`src/rtl/fadd_share_arbiter.sv`:
```
// rtl/fadd_share_arbiter.sv - round-robin sharing of one pipelined FP adder among N_REQ requesters
//
// Purpose: accepts at most one operand pair per cycle from N_REQ clients and
// registers it onto an external fixed-latency adder. A valid/tag pipe follows
// each pair through the adder and returns the sum to its owner as a one-cycle pulse.
//
// Ports:
//   clk, rst_n      clock (rising edge), asynchronous active-low reset
//   en_mask         per-requester enable; a 0 bit blocks new grants
//   req_valid       requester i presents a pair on slice i of req_a/req_b
//   req_ready       one-hot grant, combinational
//   req_a, req_b    packed operands, slice i = [i*W +: W]
//   fa_a, fa_b      registered operands to the adder
//   fa_ans          adder result, LAT edges after fa_a/fa_b
//   rsp_valid       one-hot response pulse marking the owner
//   rsp_data        registered sum, meaningful while rsp_valid != 0
//   in_flight       pairs accepted but not yet responded
//   idle            nothing in flight and no enabled request pending

module fadd_share_arbiter #(
    parameter int N_REQ = 4,
    parameter int LAT   = 3,
    parameter int W     = 32
) (
    input  logic                      clk,
    input  logic                      rst_n,
    input  logic [N_REQ-1:0]          en_mask,
    input  logic [N_REQ-1:0]          req_valid,
    output logic [N_REQ-1:0]          req_ready,
    input  logic [N_REQ*W-1:0]        req_a,
    input  logic [N_REQ*W-1:0]        req_b,
    output logic [W-1:0]              fa_a,
    output logic [W-1:0]              fa_b,
    input  logic [W-1:0]              fa_ans,
    output logic [N_REQ-1:0]          rsp_valid,
    output logic [W-1:0]              rsp_data,
    output logic [$clog2(LAT+3)-1:0]  in_flight,
    output logic                      idle
);

    localparam int PTR_W = $clog2(N_REQ);
    localparam int IF_W  = $clog2(LAT+3);

    // registered state
    logic [PTR_W-1:0]           rr_ptr_q,    rr_ptr_d;
    logic [W-1:0]               fa_a_q,      fa_a_d;
    logic [W-1:0]               fa_b_q,      fa_b_d;
    logic [LAT:0]               tag_vld_q,   tag_vld_d;
    logic [LAT:0][PTR_W-1:0]    tag_id_q,    tag_id_d;
    logic [N_REQ-1:0]           rsp_valid_q, rsp_valid_d;
    logic [W-1:0]               rsp_data_q,  rsp_data_d;
    logic [IF_W-1:0]            in_flight_q, in_flight_d;

    // arbitration results
    logic                       grant_found;
    logic [PTR_W-1:0]           grant_idx;
    logic [PTR_W:0]             scan_sum;
    logic [PTR_W-1:0]           scan_idx;
    logic [W-1:0]               a_sel;
    logic [W-1:0]               b_sel;
    logic                       rsp_fire;

    // Round-robin scan starting at rr_ptr; the extra bit in scan_sum lets the
    // wrap be done by one conditional subtract, which also covers non-power-of-two N_REQ.
    always_comb begin
        grant_found = 1'b0;
        grant_idx   = '0;
        scan_sum    = '0;
        scan_idx    = '0;
        for (int k = 0; k < N_REQ; k++) begin
            scan_sum = {1'b0, rr_ptr_q} + (PTR_W+1)'(k);
            if (scan_sum >= (PTR_W+1)'(N_REQ)) begin
                scan_sum = scan_sum - (PTR_W+1)'(N_REQ);
            end
            scan_idx = scan_sum[PTR_W-1:0];
            if (!grant_found && req_valid[scan_idx] && en_mask[scan_idx]) begin
                grant_found = 1'b1;
                grant_idx   = scan_idx;
            end
        end
    end

    // Ready is the grant itself, so a grant is always a transfer.
    always_comb begin
        req_ready = '0;
        if (grant_found) begin
            req_ready[grant_idx] = 1'b1;
        end
    end

    // Operand mux for the granted slice.
    always_comb begin
        a_sel = '0;
        b_sel = '0;
        for (int i = 0; i < N_REQ; i++) begin
            if (grant_idx == PTR_W'(i)) begin
                a_sel = req_a[i*W +: W];
                b_sel = req_b[i*W +: W];
            end
        end
    end

    assign rsp_fire = |rsp_valid_q;

    always_comb begin
        rr_ptr_d    = rr_ptr_q;
        fa_a_d      = '0;
        fa_b_d      = '0;
        rsp_valid_d = '0;
        rsp_data_d  = rsp_data_q;
        in_flight_d = in_flight_q;

        if (grant_found) begin
            fa_a_d = a_sel;
            fa_b_d = b_sel;
            if (grant_idx == PTR_W'(N_REQ-1)) begin
                rr_ptr_d = '0;
            end else begin
                rr_ptr_d = grant_idx + PTR_W'(1);
            end
        end

        // Tag pipe shifts unconditionally: neither the adder nor the
        // response side can stall, so position encodes age exactly.
        tag_vld_d = {tag_vld_q[LAT-1:0], grant_found};
        tag_id_d  = {tag_id_q[LAT-1:0], grant_idx};

        // Final stage lines up with fa_ans carrying that pair's sum.
        if (tag_vld_q[LAT]) begin
            rsp_valid_d[tag_id_q[LAT]] = 1'b1;
            rsp_data_d                 = fa_ans;
        end

        // A pair stays counted through its response cycle.
        case ({grant_found, rsp_fire})
            2'b10:   in_flight_d = in_flight_q + IF_W'(1);
            2'b01:   in_flight_d = in_flight_q - IF_W'(1);
            default: in_flight_d = in_flight_q;
        endcase
    end

    always_ff @(posedge clk or negedge rst_n) begin
        if (!rst_n) begin
            rr_ptr_q    <= '0;
            fa_a_q      <= '0;
            fa_b_q      <= '0;
            tag_vld_q   <= '0;
            tag_id_q    <= '0;
            rsp_valid_q <= '0;
            rsp_data_q  <= '0;
            in_flight_q <= '0;
        end else begin
            rr_ptr_q    <= rr_ptr_d;
            fa_a_q      <= fa_a_d;
            fa_b_q      <= fa_b_d;
            tag_vld_q   <= tag_vld_d;
            tag_id_q    <= tag_id_d;
            rsp_valid_q <= rsp_valid_d;
            rsp_data_q  <= rsp_data_d;
            in_flight_q <= in_flight_d;
        end
    end

    assign fa_a      = fa_a_q;
    assign fa_b      = fa_b_q;
    assign rsp_valid = rsp_valid_q;
    assign rsp_data  = rsp_data_q;
    assign in_flight = in_flight_q;
    assign idle      = (in_flight_q == '0) && ((req_valid & en_mask) == '0);

endmodule

```
`config.mk`:
```
export PLATFORM = sky130hd
export DESIGN_NAME = fadd_share_arbiter
export DESIGN_NICKNAME = d
export VERILOG_FILES = /design/src/rtl/fadd_share_arbiter.sv
export SDC_FILE = /design/constraint.sdc
export NUM_CORES = 1
export LEC_CHECK = 0
export CORE_MARGIN = 1.5
export CORE_UTILIZATION = 25
export DETAILED_ROUTE_END_ITERATION = 12
export PLACE_DENSITY = 0.65
export SLEW_MARGIN = 10
export SYNTH_ARGS = -nofsm -noshare
export SYNTH_HDL_FRONTEND = slang
export SYNTH_SLANG_ARGS = --single-unit
export TNS_END_PERCENT = 20
```
`constraint.sdc`:
```
create_clock -name clk -period 3.82 [get_ports clk]
set_input_delay 0.382 -clock clk [delete_from_list [all_inputs] [get_ports clk]]
set_output_delay 0.382 -clock clk [all_outputs]
set_load 0.02 [all_outputs]
```
# Word-level counts from Yosys, hierarchy flattened
# Index checks and enable logic that the tools add are counted.
dict set report op_classes {
  add_sub_neg 10
  muxes 46
  reduce_logical 18
  n_bitwise 1
  n_lt_le_gt_ge 12
  n_eq_ne 5
}
# operator count
set op_table {}
lappend op_table {{$mux 32} 10}
lappend op_table {{$lt 2x3->1 const B} 6}
lappend op_table {{$mux 2} 9}
lappend op_table {{$bmux 1 s2} 8}
lappend op_table {{$mux 1} 14}
lappend op_table {{$logic_and 1x1->1} 10}
lappend op_table {{$ge 3x3->1 const B} 3}
lappend op_table {{$mux 4} 2}
lappend op_table {{$sub 2x1->2 const B} 4}
lappend op_table {{$add 2x2->3 const B} 2}
lappend op_table {{$eq 2x2->1 const B} 3}
lappend op_table {{$pmux 3 s2} 1}
lappend op_table {{$and 4x4->4} 1}
lappend op_table {{$demux 1 s2} 2}
lappend op_table {{$eq 2x1->1 const B} 2}
lappend op_table {{$ge 2x1->1 const B} 2}
lappend op_table {{$logic_not 4->1} 1}
lappend op_table {{$reduce_or 4->1} 1}
lappend op_table {{$add 2x1->3 const B} 1}
lappend op_table {{$add 3x1->3 const B} 1}
lappend op_table {{$ge 2x3->1 const B} 1}
lappend op_table {{$logic_not 1->1} 3}
lappend op_table {{$logic_not 3->1} 1}
lappend op_table {{$sub 3x1->3 const B} 1}
lappend op_table {{other kinds (3)} 3}
dict set report totals {
  register_bits 117
  input_bits 298
}

# Logic depth before layout (Yosys ltp)
dict set report logic_depth {
  ltp_word 24
  ltp_mapped 9
  ltp_nobuf 8
}

# Worst setup path before layout
# Ideal clock, no wire load.
dict set report synth_path {
  path_type {reg2out}
  from {register rr_ptr_q[1]}
  to {output port req_ready[1]}
  arrival_time_ps 1776
  slack_ps 1662
  path_buffers 2
  path_stages_with_launch 8
  cell_sequence {dfrtp_1 > and3b_1 > o21ai_0 > and3_1 > ha_1 > buf_4 > clkbuf_1 > and2_1}
}
dict set report synth_via {
  elab_chain_cells 23
  elab_cells_between_ends 55
  cone_classes {add/sub: 7; order compare: 6; mux: 31; reduce/logical: 11}
}
# item line_no
set synth_rtl {}
lappend synth_rtl {{from (decl)} 45} ;# logic [PTR_W-1:0] rr_ptr_q, rr_ptr_d;
lappend synth_rtl {{from (signal assigned)} 153} ;# rr_ptr_q <= rr_ptr_d;
lappend synth_rtl {{branches (longest 17 deep; another with $add 2x1->3)} -}
lappend synth_rtl {{$mux 2 *} 76} ;# if (!grant_found && req_valid[scan_idx] && en_mask[scan_idx]) begin
lappend synth_rtl {{net grant_idx[0]} 56} ;# logic [PTR_W-1:0] grant_idx;
lappend synth_rtl {{$lt 2x3->1 (not written as such) / $ge 2x1->1 (equally long branches)} 87} ;# req_ready[grant_idx] = 1'b1;
lappend synth_rtl {{$logic_and 1x1->1 (not written as such)} 87}
lappend synth_rtl {{$mux 1 (not written as such)} 87}
lappend synth_rtl {{$demux 1 s2 *} 87}
lappend synth_rtl {{$mux 4 *} 86} ;# if (grant_found) begin
lappend synth_rtl {{to (decl)} 29} ;# output logic [N_REQ-1:0] req_ready,
# Mark *: on every way through the listed nets, which the timed path passes. The select of a mux whose other input is x is not followed.

# Final worst setup path
dict set report layout_path {
  from {register rr_ptr_q[1]}
  to {output port req_ready[3]}
}
# The elaborated chain is that of the path after synthesis.

==> results.cfg <==
[clocking]
cts-htree-levels = 4
path_clk_slew_ns = 0.06
clock_latency_ns = 0.41
cts_resized = 0
post_cts_buffers = 0
cts_made_buffers = 17
clock_sink_count = 117
root_buffer = clkbuf_16
cts_tree = yes
clockBufferDepth = 2

[finish]
seqCellArea_mm2 = 0.00293
final_cells = 1224
multiInputGateArea_mm2 = 0.00273
final_area_mm2 = 0.0109
layout-drive-gt1-share_pct = 15.0
antenna_cells = 0
area_growth_pct = 81.3
fin_nets = 1196
fillers = 2230

[detailed_routing]
via_count = 5817
ant_nets = 0
met2_length_um = 12000
drc = 0
via_per_inst = 4.75
routed.top_layer = met4
drt-met1-wl_um = 8640
wl_met3_um = 2050
first_pass_iters = 4
drt_wl_total_um = 22900
drtIter0Drc = 242
avgRoutedWirePerCell_um = 18.7

[floorplan]
io_pins = 406
core_area_mm2 = 0.0235
dieWidth_um = 158
floorplan.initialDensity_pct = 25.5
dieArea_mm2 = 0.0249
die_y_um = 158
rows = 56

[synth]
synth-main-ff-cell = dfrtp_1
synthAdderAreaFrac_pct = 1.38
seq_area_frac_synth_pct = 48.9
ys_warn_count = 0
syn-cell-area_mm2 = 0.00599
synth-simple-area-share_pct = 14.4
post_synth_xor_area_fraction_pct = 0.439
synth_edf_count = 0
avgSynthCellArea_um2 = 11.8
yosys_register_bits = 117
synth_compound_area_share_pct = 22.5
yosysUniqueCellTypes = 44
synthMuxAreaShare_pct = 6.43
synth_top_family_by_area = compound AO/OA/AOI/OAI gates
synth_nets = 811
synthArstFlopShare_pct = 100
yosysTopAreaCell = dfrtp_1
synth_cells = 507
yosys-top-cells-area = dfrtp_1, a311oi_2, nand3b_1, o22ai_1, mux2_2
synth_top_area_share_pct = 48.9

[status]
outcome = finished clean

[worst_setup_path]
critPathKind = register to output port
critPathTopFamily = buffers and inverters
critPathCaptureType = output port
crit_cells = 7
slowest_stage = clkdlybuf4s50_1
cp.arrival_ns = 2.84
crit_chain = and3b_1 -> o21ai_0 -> and3_1 -> ha_1 -> inv_2 -> nor2_1 -> clkdlybuf4s50_1
endpoint = req_ready[3]
r2r_slack_ns = 1.07
crit_path_max_incr_delay_ns = 0.61
reg2reg_from = rr_ptr_q[1]
start_kind = register
cp.required_ns = 3.44
setup.worst_path.start = rr_ptr_q[1]
r2r_cells = 8
cp.buffers_inverters = 2
cp_max_fo = 19
worstReg2RegEnd = fa_b[2]

[timing]
rsz0062_at_grt = false
worstMarginPinSlew_ns = 0.696
period_share_pct = 84.3
finalHoldViolCount = 0
fin_tns_setup_ns = 0
fin_crit_ns = 3.22
fmax_ghz = 0.311
finClkSkew_ns = 0.0124
setup_viol_count_final = 0
slew_headroom_pct = 53.6
maxSlewViolCount = 0
setup_slack_ns = 0.601

[grt]
antenna_found_initial = 0
grt_pass1_vias = 5963
grt_max_degree = 77
grt_usage_pct = 18.0
grt_pass1_wl_um = 33800
grt-ovfl-total = 0

[place]
pre_cts_slack_ns = 0.644
gp_congestion = 0.836
place_hpwl_um = 16600
io_buffers = 405
postPlaceCellArea_mm2 = 0.0103
dp_cells = 1191

[hold_path]
hp-class = register to register

[job]
cap_violations = 0

[pwr]
p_clk_share_pct = 28.1
pwr-share-comb_pct = 42.5
p_seq_share_pct = 29.3
power.leakage_uw = 0.00411
p_switching_uw = 1990
cell_internal_pwr_uw = 3660
ir_worst_vdd_uv = 223
switching_share_pct = 35.3
powerDensity_mw_per_mm2 = 520
-- cell usage in the layout (no fill, tap or decap), types with 6 or more instances in the layout --
cell             netlist  layout
clkdlybuf4s50_1        0     404
dfrtp_1              117     117
nand2_1               67      67
o22ai_1               63      63
nand3b_1              62      62
a311oi_2              50      50
mux2_2                32      32
clkbuf_16              0      17
a311oi_1              11      11
buf_4                  7       9
inv_6                  0       6
-- repair_timing --
action                                  CTS  global route
endpoints found under the setup margin    0             0
hold buffers                              1             0
endpoints found under the hold margin    43             0
-- flip-flops by register name (all words and copies together), names as in the netlist --
signal / flops
rr_ptr_q: 2
fa_a: 32
tag_id_q: 2
in_flight: 3
tag_id_d: 6
rsp_data: 32
rsp_valid: 4
fa_b: 32
tag_vld_q: 4
-- power groups by stage --
stage | clock network [uW] | logic [uW] | registers, uW
4_1_cts | 1640 | 2430 | 1660
5_1_grt | 1690 | 2560 | 1690
3_5_place_dp | 0 | 2430 | 1680
2_1_floorplan | 0 | 928 | 2010
6_report | 1590 | 2400 | 1660
3_3_place_gp | 0 | 2410 | 1680
-- Yosys cell counts, types with 3 or more instances --
master / instances
buf_4: 7
nand3b_1: 62
mux2_2: 32
and2_1: 3
a311oi_2: 50
o22ai_1: 63
a311oi_1: 11
buf_2: 26
o21ai_0: 3
clkbuf_1: 11
dfrtp_1: 117
nor2_1: 3
inv_1: 4
ha_1: 5
nand2_1: 67
buf_8: 6
-- cell families after synthesis --
logic type | after synthesis
mux | 34
compound gates | 138
xor+xnor | 3
simple gates | 152
buf+inv | 57
fa+ha+maj | 6
flops | 117
-- through the flow --
step	util (%)	power [uW]	hold slack [ns]
final	46.3	5650	0.340
after detailed placement	43.7	4110	0.336
after CTS	46.3	5740	0.341
after global routing	46.3	5950	0.354
after global placement	43.7	4090	0.331
after floorplan	-	2940	0.0864
-- worst min-delay path by stage --
| stage | startpoint | slack, ns | to | cells after the start |
|---|---|---|---|---|
| after global placement | tag_vld_q[1] | 0.33 | tag_vld_q[2] | 0 |
| after detailed placement | tag_vld_q[0] | 0.34 | tag_vld_q[1] | 0 |
| final | tag_id_d[6] | 0.34 | tag_id_q[6] | 0 |
| after floorplan | rst_n | 0.09 | fa_a[0] | 0 |
| after global routing | tag_id_d[6] | 0.35 | tag_id_q[6] | 0 |
| after CTS | tag_vld_q[0] | 0.34 | tag_vld_q[1] | 0 |
-- layout make-up --
type | instances | area share, %
Multi-Input combinational cell | 333 | 25.1
Tap cell | 319 | 3.67
Timing Repair Buffer | 418 | 38.7
Sequential cell | 117 | 27.0
Clock inverter | 15 | 1.46
Inverter | 5 | 0.196
Clock buffer | 17 | 3.92
-- layer usage --
metal	up-vias	global-route usage, %
li1	2712	-
met4	0	4.36
met5	-	0
met1	2817	20.4
met2	277	32.6
met3	11	5.64
Power figures use the tool's default switching activity.
